[config.mk]
export PLATFORM = sky130hd
export DESIGN_NAME = alu_share_arb
export DESIGN_NICKNAME = d
export VERILOG_FILES = /design/src/rtl/alu_share_arb.sv
export SDC_FILE = /design/constraint.sdc
export NUM_CORES = 1
export LEC_CHECK = 0
export CAP_MARGIN = 20
export CORE_AREA = 8 8 119 121
export CTS_CLUSTER_SIZE = 12
export DETAILED_ROUTE_END_ITERATION = 12
export DIE_AREA = 0 0 127 129
export PLACE_DENSITY = 0.81
export SYNTH_ARGS = -nofsm -noshare
export SYNTH_HDL_FRONTEND = slang
export SYNTH_SLANG_ARGS = --single-unit
export TNS_END_PERCENT = 5
[constraint.sdc]
create_clock -name clk -period 3.95 [get_ports clk]
set_input_delay 0.5925 -clock clk [delete_from_list [all_inputs] [get_ports clk]]
set_output_delay 0.5925 -clock clk [all_outputs]
set_load 0.02 [all_outputs]
[src/rtl/alu_share_arb.sv]
// Two-port arbiter sharing one combinational ALU, with a one-deep response slot per requester.
// Build option: define ALU_SHARE_ARB_RR_EN for round-robin contests (default build is fixed priority, req0 wins).
module alu_share_arb #(
  parameter int DATA_W = 32,
  parameter int SEL_W  = 4,
  parameter int CNT_W  = 16
) (
  input  logic              clk,
  input  logic              rst_n,
  input  logic              req0_valid,
  output logic              req0_ready,
  input  logic [SEL_W-1:0]  req0_sel,
  input  logic [DATA_W-1:0] req0_a,
  input  logic [DATA_W-1:0] req0_b,
  input  logic              req1_valid,
  output logic              req1_ready,
  input  logic [SEL_W-1:0]  req1_sel,
  input  logic [DATA_W-1:0] req1_a,
  input  logic [DATA_W-1:0] req1_b,
  output logic [SEL_W-1:0]  alu_sel,
  output logic [DATA_W-1:0] alu_a,
  output logic [DATA_W-1:0] alu_b,
  input  logic [DATA_W-1:0] alu_out,
  output logic              rsp0_valid,
  input  logic              rsp0_ready,
  output logic [DATA_W-1:0] rsp0_data,
  output logic              rsp1_valid,
  input  logic              rsp1_ready,
  output logic [DATA_W-1:0] rsp1_data,
  output logic [CNT_W-1:0]  conflict_cnt
);

  logic              elig0_s;
  logic              elig1_s;
  logic              contest_s;
  logic              grant0_s;
  logic              grant1_s;
  logic [SEL_W-1:0]  alu_sel_s;
  logic [DATA_W-1:0] alu_a_s;
  logic [DATA_W-1:0] alu_b_s;

  logic              rsp0_valid_r;
  logic              rsp1_valid_r;
  logic [DATA_W-1:0] rsp0_data_r;
  logic [DATA_W-1:0] rsp1_data_r;
  logic [CNT_W-1:0]  conflict_cnt_r;
`ifdef ALU_SHARE_ARB_RR_EN
  logic              last_r;
`endif

  // Eligibility and grant selection; a full slot being drained this cycle may refill.
  always_comb begin
    elig0_s   = req0_valid && (!rsp0_valid_r || rsp0_ready);
    elig1_s   = req1_valid && (!rsp1_valid_r || rsp1_ready);
    contest_s = elig0_s && elig1_s;
    grant0_s  = 1'b0;
    grant1_s  = 1'b0;
    if (contest_s) begin
`ifdef ALU_SHARE_ARB_RR_EN
      // winner is !last, so last=1 hands the contest to req0
      grant0_s = last_r;
`else
      grant0_s = 1'b1;
`endif
      grant1_s = !grant0_s;
    end else begin
      grant0_s = elig0_s;
      grant1_s = elig1_s;
    end
  end

  // Shared ALU operand mux; idle cycles present ADD 0+0.
  always_comb begin
    alu_sel_s = {SEL_W{1'b0}};
    alu_a_s   = {DATA_W{1'b0}};
    alu_b_s   = {DATA_W{1'b0}};
    case ({grant1_s, grant0_s})
      2'b01: begin
        alu_sel_s = req0_sel;
        alu_a_s   = req0_a;
        alu_b_s   = req0_b;
      end
      2'b10: begin
        alu_sel_s = req1_sel;
        alu_a_s   = req1_a;
        alu_b_s   = req1_b;
      end
      default: begin
        alu_sel_s = {SEL_W{1'b0}};
        alu_a_s   = {DATA_W{1'b0}};
        alu_b_s   = {DATA_W{1'b0}};
      end
    endcase
  end

  // Requester 0 response slot.
  always_ff @(posedge clk or negedge rst_n) begin
    if (!rst_n) begin
      rsp0_valid_r <= 1'b0;
      rsp0_data_r  <= {DATA_W{1'b0}};
    end else if (grant0_s) begin
      rsp0_valid_r <= 1'b1;
      rsp0_data_r  <= alu_out;
    end else if (rsp0_valid_r && rsp0_ready) begin
      rsp0_valid_r <= 1'b0;
    end else begin
      rsp0_valid_r <= rsp0_valid_r;
    end
  end

  // Requester 1 response slot.
  always_ff @(posedge clk or negedge rst_n) begin
    if (!rst_n) begin
      rsp1_valid_r <= 1'b0;
      rsp1_data_r  <= {DATA_W{1'b0}};
    end else if (grant1_s) begin
      rsp1_valid_r <= 1'b1;
      rsp1_data_r  <= alu_out;
    end else if (rsp1_valid_r && rsp1_ready) begin
      rsp1_valid_r <= 1'b0;
    end else begin
      rsp1_valid_r <= rsp1_valid_r;
    end
  end

  // Saturating count of two-way contests.
  always_ff @(posedge clk or negedge rst_n) begin
    if (!rst_n) begin
      conflict_cnt_r <= {CNT_W{1'b0}};
    end else if (contest_s && (conflict_cnt_r != {CNT_W{1'b1}})) begin
      conflict_cnt_r <= conflict_cnt_r + {{(CNT_W-1){1'b0}}, 1'b1};
    end else begin
      conflict_cnt_r <= conflict_cnt_r;
    end
  end

`ifdef ALU_SHARE_ARB_RR_EN
  // Round-robin pointer remembers the winner of the latest contest only.
  always_ff @(posedge clk or negedge rst_n) begin
    if (!rst_n) begin
      last_r <= 1'b1;
    end else if (contest_s) begin
      last_r <= grant1_s;
    end else begin
      last_r <= last_r;
    end
  end
`endif

  assign req0_ready   = grant0_s;
  assign req1_ready   = grant1_s;
  assign alu_sel      = alu_sel_s;
  assign alu_a        = alu_a_s;
  assign alu_b        = alu_b_s;
  assign rsp0_valid   = rsp0_valid_r;
  assign rsp1_valid   = rsp1_valid_r;
  assign rsp0_data    = rsp0_data_r;
  assign rsp1_data    = rsp1_data_r;
  assign conflict_cnt = conflict_cnt_r;

endmodule

After elaboration in Yosys (flattened, before gate mapping)
Cells that the tools add are included.
W data, S select, Z words.
{"block": "word_totals", "out_inout_bits": 152, "n_memories": 0, "ram_bits": 0, "in_bits": 174, "reg_bits": 82, "latchBits": 0, "romBits": 0}
{"block": "op_classes", "bitwise": 0, "n_mul": 0, "n_mux": 9, "n_eq_ne": 3, "order_cmp": 0, "add_sub_neg": 1, "shifts": 0, "div_mod_pow": 0, "n_reduce_logical": 12}
{"op": "$pmux W32 S2", "count": 2}
{"op": "$add A16 B1 Y16 const B", "count": 1}
{"op": "$ne A16 B16 Y1 const B", "count": 1}
{"op": "$pmux W4 S2", "count": 1}
{"op": "$logic_and A1 B1 Y1", "count": 6}
{"op": "$mux W1", "count": 6}
{"op": "$reduce_bool A2 Y1", "count": 2}
{"op": "$eq A2 B1 Y1 const B", "count": 1}
{"op": "$eq A2 B2 Y1 const B", "count": 1}
{"op": "$logic_not A1 Y1", "count": 2}
{"op": "$logic_or A1 B1 Y1", "count": 2}

Depth between registers and ports, before layout
Gate-level depths: netlist (run 1).
{"block": "logic_depth", "word_depth": 7, "mapped_depth": 7, "mapped_depth_nobuf": 6}

Worst setup path after synthesis (run 1)
Ideal clock, no wire load.
{"block": "synth_path", "path_kind": "in2out", "start": "in rsp0_ready", "end": "out alu_a[12]", "arrival_time_ns": 1.743, "setup_slack_ns": 1.615, "stages": 7, "path_buffers": 2, "path_cell_list": "nand2b_4 nand2_1 nand3_2 inv_2 buf_4 buf_6 a22o_1"}
{"block": "synth_between", "elab_chain_cells": 6, "word_cells_on_any_way": 8}
{"element": "start: declaration", "line": "25", "rtl": "input logic rsp0_ready,"}
{"element": "$logic_or A1 B1 Y1 *", "line": "53", "rtl": "elig0_s = req0_valid && (!rsp0_valid_r || rsp0_ready);"}
{"element": "$logic_and A1 B1 Y1 *", "line": "53"}
{"element": "$logic_and A1 B1 Y1", "line": "55", "rtl": "contest_s = elig0_s && elig1_s;"}
{"element": "$mux W1", "line": "58", "rtl": "if (contest_s) begin"}
{"element": "$eq A2 B2 Y1 / $eq A2 B1 Y1 (equally long branches)", "line": "77", "rtl": "case ({grant1_s, grant0_s})"}
{"element": "$pmux W32 S2 *", "line": "77"}
{"element": "end: declaration", "line": "21", "rtl": "output logic [DATA_W-1:0] alu_a,"}
Every way passes the cells marked *; elsewhere a longest branch is shown, timed or not.

Worst setup path after layout (run 1)
{"block": "layout_path", "start": "in rsp0_ready", "end": "out alu_b[3]"}
{"block": "layout_between", "elab_chain_cells": 6, "word_cells_on_any_way": 8}
{"element": "$logic_or A1 B1 Y1 *", "line": "53"}
{"element": "$logic_and A1 B1 Y1 *", "line": "53"}
{"element": "$logic_and A1 B1 Y1", "line": "55"}
{"element": "$mux W1", "line": "58"}
{"element": "$eq A2 B2 Y1 / $eq A2 B1 Y1 (equally long branches)", "line": "77"}
{"element": "$pmux W32 S2 *", "line": "77"}
{"element": "end: declaration", "line": "22", "rtl": "output logic [DATA_W-1:0] alu_b,"}
Marks and branches as above.

==> flow_summary.ini, run 1 <==
[grt]
grt_pass1_vias = 4588
antenna_found_initial = 2
track_usage = 0.221
grt_overflow_total = 0
grt_max_degree = 83
grt_pass1_wl_um = 27300

[critical_path]
crit_chain = clkdlybuf4s50_1, nand2b_4, nand2_1, nand3_2, clkinv_2, buf_12, a22o_1, clkdlybuf4s50_1
arrival_ns = 2.88
cpMostUsedCell = clkdlybuf4s50_1
timing.rr.end = conflict_cnt[10]$_DFFE_PN0P_
r2r_cells = 6
crit_type = primary input to output pin
critPathCaptureType = output pin
crit_slowest_cell = clkdlybuf4s50_1
cp_max_fo = 64
slowest_delay_ns = 0.63
rr_startpoint = conflict_cnt[0]$_DFFE_PN0P_
cp.required_ns = 3.36
startpoint_type = primary input
reg2reg_slack_ns = 2.05

[sta]
setup_tns_ns = 0
drv_slew = 0
fin_crit_sh = 0.880
fin_skew_ns = 0.00502
setup_viol = 0
min_period_ns = 3.48
rsz0062_at_grt = false
tightest_slew_ns = 0.456
slew_headroom = 0.694
max_clock_freq_mhz = 288
hold_violations = 0
fin_ws_ns = 0.474

[cts]
cts_resized = 0
cts_setup_buffers = 0
clockBufferDepth = 2
clk_latency_ns = 0.33
clkTransAtPathRegs_ns = 0.06
clockRootBuffer = clkbuf_16
cts_sinks = 82
htreeDepth = 3
numCtsBuffers = 9
cts_tree = done
hold_buffers = 0

[power_and_ir_drop]
switchingPower_mw = 0.998
p_per_area_nw_per_um2 = 404
p_clk_frac = 0.263
switching_share = 0.319
seqPwrFrac = 0.345
p_int_mw = 2.13
power_mw = 3.13
pwr-share-comb = 0.392
p_leak_nw = 3.31
peakVddDrop_mv = 0.246

[synth]
syn_area_um2 = 3970
synth_cells = 362
synth_seq_cells = 82
synth-edff-count = 0
synth_largest_area_cell = dfrtp_1
ys_seq_area_frac = 0.517
syn_nets = 537
synthArstFlopShare = 1.00
synth_area_leaders = dfrtp_1 52%, a22o_1 15%, nand2_1 9.8%, mux2_2 7.7%, xnor2_1 2.0%
synth_warnings = 0
yosysTopAreaCellShare = 0.517
synth_flop_cell = dfrtp_1
yosysUniqueCellTypes = 34
avgSynthCellArea_um2 = 11.0

[placement]
place_congestion = 0.891
hpwl_um = 15500
dp_slack_ns = 0.428
dp_cells = 819
io_buffers = 325
dpl-instance-area_um2 = 7410

[drt]
vias_per_cell = 5.00
routed_wirelength_um = 18600
routedWlPerCell_um = 22.3
drt_pre_antenna_iters = 4
drc = 0
vias = 4184
ant_nets = 0
drt_iter0_drc = 173

[floorplanning]
die_w_um = 127
start_util = 0.322
ioPinCount = 326
rows = 41
core_um2 = 12300
die_height_um = 129
dieArea_um2 = 16400

[worst_hold_path]
hold_path.class = primary input to asynchronous set/reset pin

[finish]
drive_gt1_frac = 0.0993
syn_to_final_growth_pct = 94.9
nets = 856
fin_cells = 837
postLayoutCellArea_um2 = 7730

[flow_run]
maxCapViolations = 0

[outcome]
outcome = completed
## worst max-delay path by stage
stage	start	end	slack, ns	cells after the start
floorplan	rsp0_ready	alu_a[12]	1.61	7
global placement	rsp0_ready	alu_sel[2]	0.48	8
detailed placement	rsp0_ready	alu_b[3]	0.43	8
CTS	rsp0_ready	alu_b[3]	0.43	8
global route	rsp0_ready	alu_b[3]	0.34	8
finish	rsp0_ready	alu_b[3]	0.47	8
## flip-flops by register name, indices dropped and copies added, names as in the netlist
| signal | cells |
|---|---|
| rsp0_data | 32 |
| rsp1_data | 32 |
| conflict_cnt | 16 |
| rsp0_valid | 1 |
| rsp1_valid | 1 |
## cell usage after synthesis (3+ instances only)
cell,number
buf_4,4
clkbuf_1,9
mux2_1,6
xor2_1,4
nor2_1,4
mux2_2,27
dfrtp_1,82
buf_6,4
buf_2,6
nand2_1,104
nand4_1,3
a22o_1,68
nand3_1,6
xnor2_1,9
## cells in the final DEF, fill, tap and decap left out, types with 2 or more instances in the layout
cell,count
clkinv_2,3
clkbuf_16,9
mux2_2,27
dfrtp_1,82
clkbuf_1,2
a22o_1,68
mux2_1,6
and3_1,2
nand2b_4,2
xor2_1,4
nor4_1,2
nand4_1,3
nand3_1,6
nor2_1,4
diode_2,2
clkdlybuf4s50_1,316
xnor2_1,9
nand2b_1,2
nand2_1,104
buf_12,10
buf_4,5
nand3_2,2
## metal layers
| metal | vias up | track usage | part of all wire |
|---|---|---|---|
| li1 | 1927 | - | - |
| met1 | 1985 | 0.230 | 0.37 |
| met2 | 237 | 0.370 | 0.48 |
| met3 | 35 | 0.104 | 0.12 |
| met4 | 0 | 0.109 | 0.034 |
| met5 | - | 0 | 0 |
## kinds of logic after synthesis
group | after synthesis | share of synthesized area
buffers and inverters | 27 | 0.0388
AO/OA/AOI/OAI | 72 | 0.159
adder cells (fa/ha/maj) | 1 | 0.00315
flip-flops | 82 | 0.517
XOR/XNOR | 13 | 0.0287
AND/OR/NAND/NOR | 134 | 0.159
multiplexers | 33 | 0.0937
## critical path: cells and delay by family
kind                   cells  cell delay [ns]
buffers and inverters      4             1.57
AND/OR/NAND/NOR            3             0.46
AO/OA/AOI/OAI              1             0.21
## layout make-up
cell class              instances  area [µm²]
repair buffers                332        3430
clock buffers                  12         246
well taps                     150         188
diodes                          2        5.00
fillers                       993        4580
flip-flops and latches         82        2050
multi-input cells             253        1760
inverters                       3        12.5
clock inverters                 3        40.0
## stage by stage
step                hold WS [ns]   util
floorplan                  0.297      -
global placement           0.457  0.602
detailed placement         0.461  0.602
CTS                        0.475  0.626
global route               0.153  0.628
finish                     0.148  0.628
## power groups by stage
stage / clock (mW) / combinational (mW) / sequential, mW
final: 0.821 / 1.23 / 1.08
after global routing: 0.871 / 1.30 / 1.10
after CTS: 0.840 / 1.24 / 1.08
after detailed placement: 0 / 1.24 / 1.09
after global placement: 0 / 1.22 / 1.08
after floorplan: 0 / 0.354 / 1.25
Note: power is estimated with default switching activity, not from simulation.
==> run 2, diff against run 1 <==
==> constraint.sdc (replaced) <==
create_clock -name clk -period 4.3 [get_ports clk]
set_input_delay 0.645 -clock clk [delete_from_list [all_inputs] [get_ports clk]]
set_output_delay 0.645 -clock clk [all_outputs]
set_load 0.02 [all_outputs]
==> run 2 against run 1 <==
Against the previous run: cell area rose by 0.50%; die area stayed put; non-clock buffer count unchanged; final cell count grew 0.24%; via count up 1.4%; worst hold slack improved by 0.036 ns; global-route usage up 0.27 points; sequential cell count is the same; clock power is 5.7% higher; register-to-register slack got worse by 0.23 ns; critical path type unchanged.
==> flow_summary.ini, run 2 (synthesis gave the netlist of run 1 again) <==
[outcome]
outcome = completed

[critical_path]
cp_max_fo = 63
arrival_ns = 3.27
cpMostUsedCell = clkdlybuf4s50_1
critPathCaptureType = output pin
cp.required_ns = 3.65
crit_type = primary input to output pin
crit_chain = clkdlybuf4s50_1, nand2b_4, nand2_1, nand3_2, clkinv_2, a22o_1, clkdlybuf4s50_1
slowest_delay_ns = 0.68
crit_slowest_cell = clkinv_2
startpoint_type = primary input

[grt]
grt_pass1_vias = 4548
use_met3 = 0.0989
grt_overflow_total = 0
grt_max_degree = 83
use_met1 = 0.240
track_usage = 0.223
grt_pass1_wl_um = 27600
busiest_layer = met2
antenna_found_initial = 3
gr-usage-met2 = 0.370

[sta]
setup_viol = 0
drv_slew = 0
min_period_ns = 3.91
hold_violations = 0
fin_crit_sh = 0.909
fin_skew_ns = 0.00716
slew_headroom = 0.412
max_clock_freq_mhz = 256
tightest_slew_ns = 0.881
setup_tns_ns = 0
rsz0062_at_grt = false

[floorplanning]
ioPinCount = 326
dieArea_um2 = 16400
die_height_um = 129
rows = 41
die_w_um = 127
core_um2 = 12300
start_util = 0.322

[finish]
fin_cells = 839
nFillCells = 978
nets = 856
final_cell_mix = 316 x clkdlybuf4s50_1, 104 x nand2_1, 82 x dfrtp_1, 68 x a22o_1, 27 x mux2_2
drive_gt1_frac = 0.101
postLayoutCellArea_um2 = 7770
layout_commonest_cell = clkdlybuf4s50_1
syn_to_final_growth_pct = 95.9

[power_and_ir_drop]
peakVddDrop_mv = 0.275
p_leak_nw = 3.33
p_per_area_nw_per_um2 = 385

[drt]
drt_pre_antenna_iters = 4
drt_iter0_drc = 176
routed_wirelength_um = 18900
drc = 0
vias = 4242
routedWlPerCell_um = 22.6
ant_nets = 0
vias_per_cell = 5.06

[cts]
clockRootBuffer = clkbuf_16
clockBufferDepth = 2
cts_sinks = 82
hold_buffers = 0
clk_latency_ns = 0.33
cts_resized = 0
cts_setup_buffers = 0
htreeDepth = 3
cts_tree = done
numCtsBuffers = 9
clkTransAtPathRegs_ns = 0.06

[placement]
hpwl_um = 15500
dp_cells = 819
io_buffers = 325
dpl-instance-area_um2 = 7400
place_congestion = 0.880

[flow_run]
maxCapViolations = 0

[worst_hold_path]
hold_path.class = primary input to asynchronous set/reset pin
run 2: cell count changes in the layout (fill, tap and decap cells not counted), sizes merged:
cell	previous run	this run
bufinv	1	3
clkinvlp	0	1
clkbuf	12	11
diode	2	3
clkinv	3	2
run 2: path summary, 6_finish.rpt:
check	to	startpoint	slack [ns]	cells past startpoint
min reg2reg	rsp0_data[22]$_DFFE_PN0P_	rsp0_data[22]$_DFFE_PN0P_	0.47	2
max in group asynchronous	rsp1_data[14]$_DFFE_PN0P_	rst_n	3.52	2
max	alu_a[3]	rsp0_ready	0.39	7
max reg2reg	rsp1_data[5]$_DFFE_PN0P_	rsp0_valid$_DFFE_PN0P_	1.82	6
min in group clk	rsp0_data[22]$_DFFE_PN0P_	rsp0_data[22]$_DFFE_PN0P_	0.47	2
min	rsp1_data[29]$_DFFE_PN0P_	rst_n	0.18	1
run 2: layer usage:
layer	part of all wire	up-vias
met3	0.11	33
met1	0.38	2025
li1	-	1926
met4	0.030	0
met2	0.48	258
met5	0	-
run 2: power breakdown:
part	switching [mW]	internal, mW	total [mW]
sequential	0.0975	0.896	0.994
combinational	0.535	0.598	1.13
clock	0.301	0.567	0.868
run 2: layout make-up:
| cell class | instances | area (µm²) | area share |
|---|---|---|---|
| Antenna cell | 3 | 7.51 | 0.000966 |
| Sequential cell | 82 | 2050 | 0.264 |
| Tap cell | 150 | 188 | 0.0241 |
| Clock buffer | 11 | 233 | 0.0299 |
| Multi-Input combinational cell | 253 | 1760 | 0.227 |
| Timing Repair Buffer | 332 | 3420 | 0.439 |
| Clock inverter | 5 | 103 | 0.0132 |
| Inverter | 3 | 12.5 | 0.00161 |
run 2: metrics by stage:
stage	power (mW)	utilization	worst slack [ns]	hold slack [ns]
after CTS	3.02	0.628	0.385	0.477
after global routing	3.12	0.631	0.234	0.190
after global placement	2.11	0.601	0.508	0.457
final	2.99	0.631	0.390	0.184
after floorplan	1.47	-	1.86	0.349
after detailed placement	2.14	0.601	0.383	0.461
run 2: worst max-delay path: cells and delay by family:
family | cells | cell delay, ns
compound gates | 1 | 0.45
simple gates | 3 | 0.42
buf+inv | 3 | 1.70
==> run 3, diff against run 2 <==
--- a/config.mk
+++ b/config.mk
@@ -11,6 +11,7 @@
 export DETAILED_ROUTE_END_ITERATION = 12
 export DIE_AREA = 0 0 127 129
 export PLACE_DENSITY = 0.81
+export SLEW_MARGIN = 10
 export SYNTH_ARGS = -nofsm -noshare
 export SYNTH_HDL_FRONTEND = slang
 export SYNTH_SLANG_ARGS = --single-unit
==> results of run 3 <==
No change in the layout: final DEF, timing and power equal those of run 2.
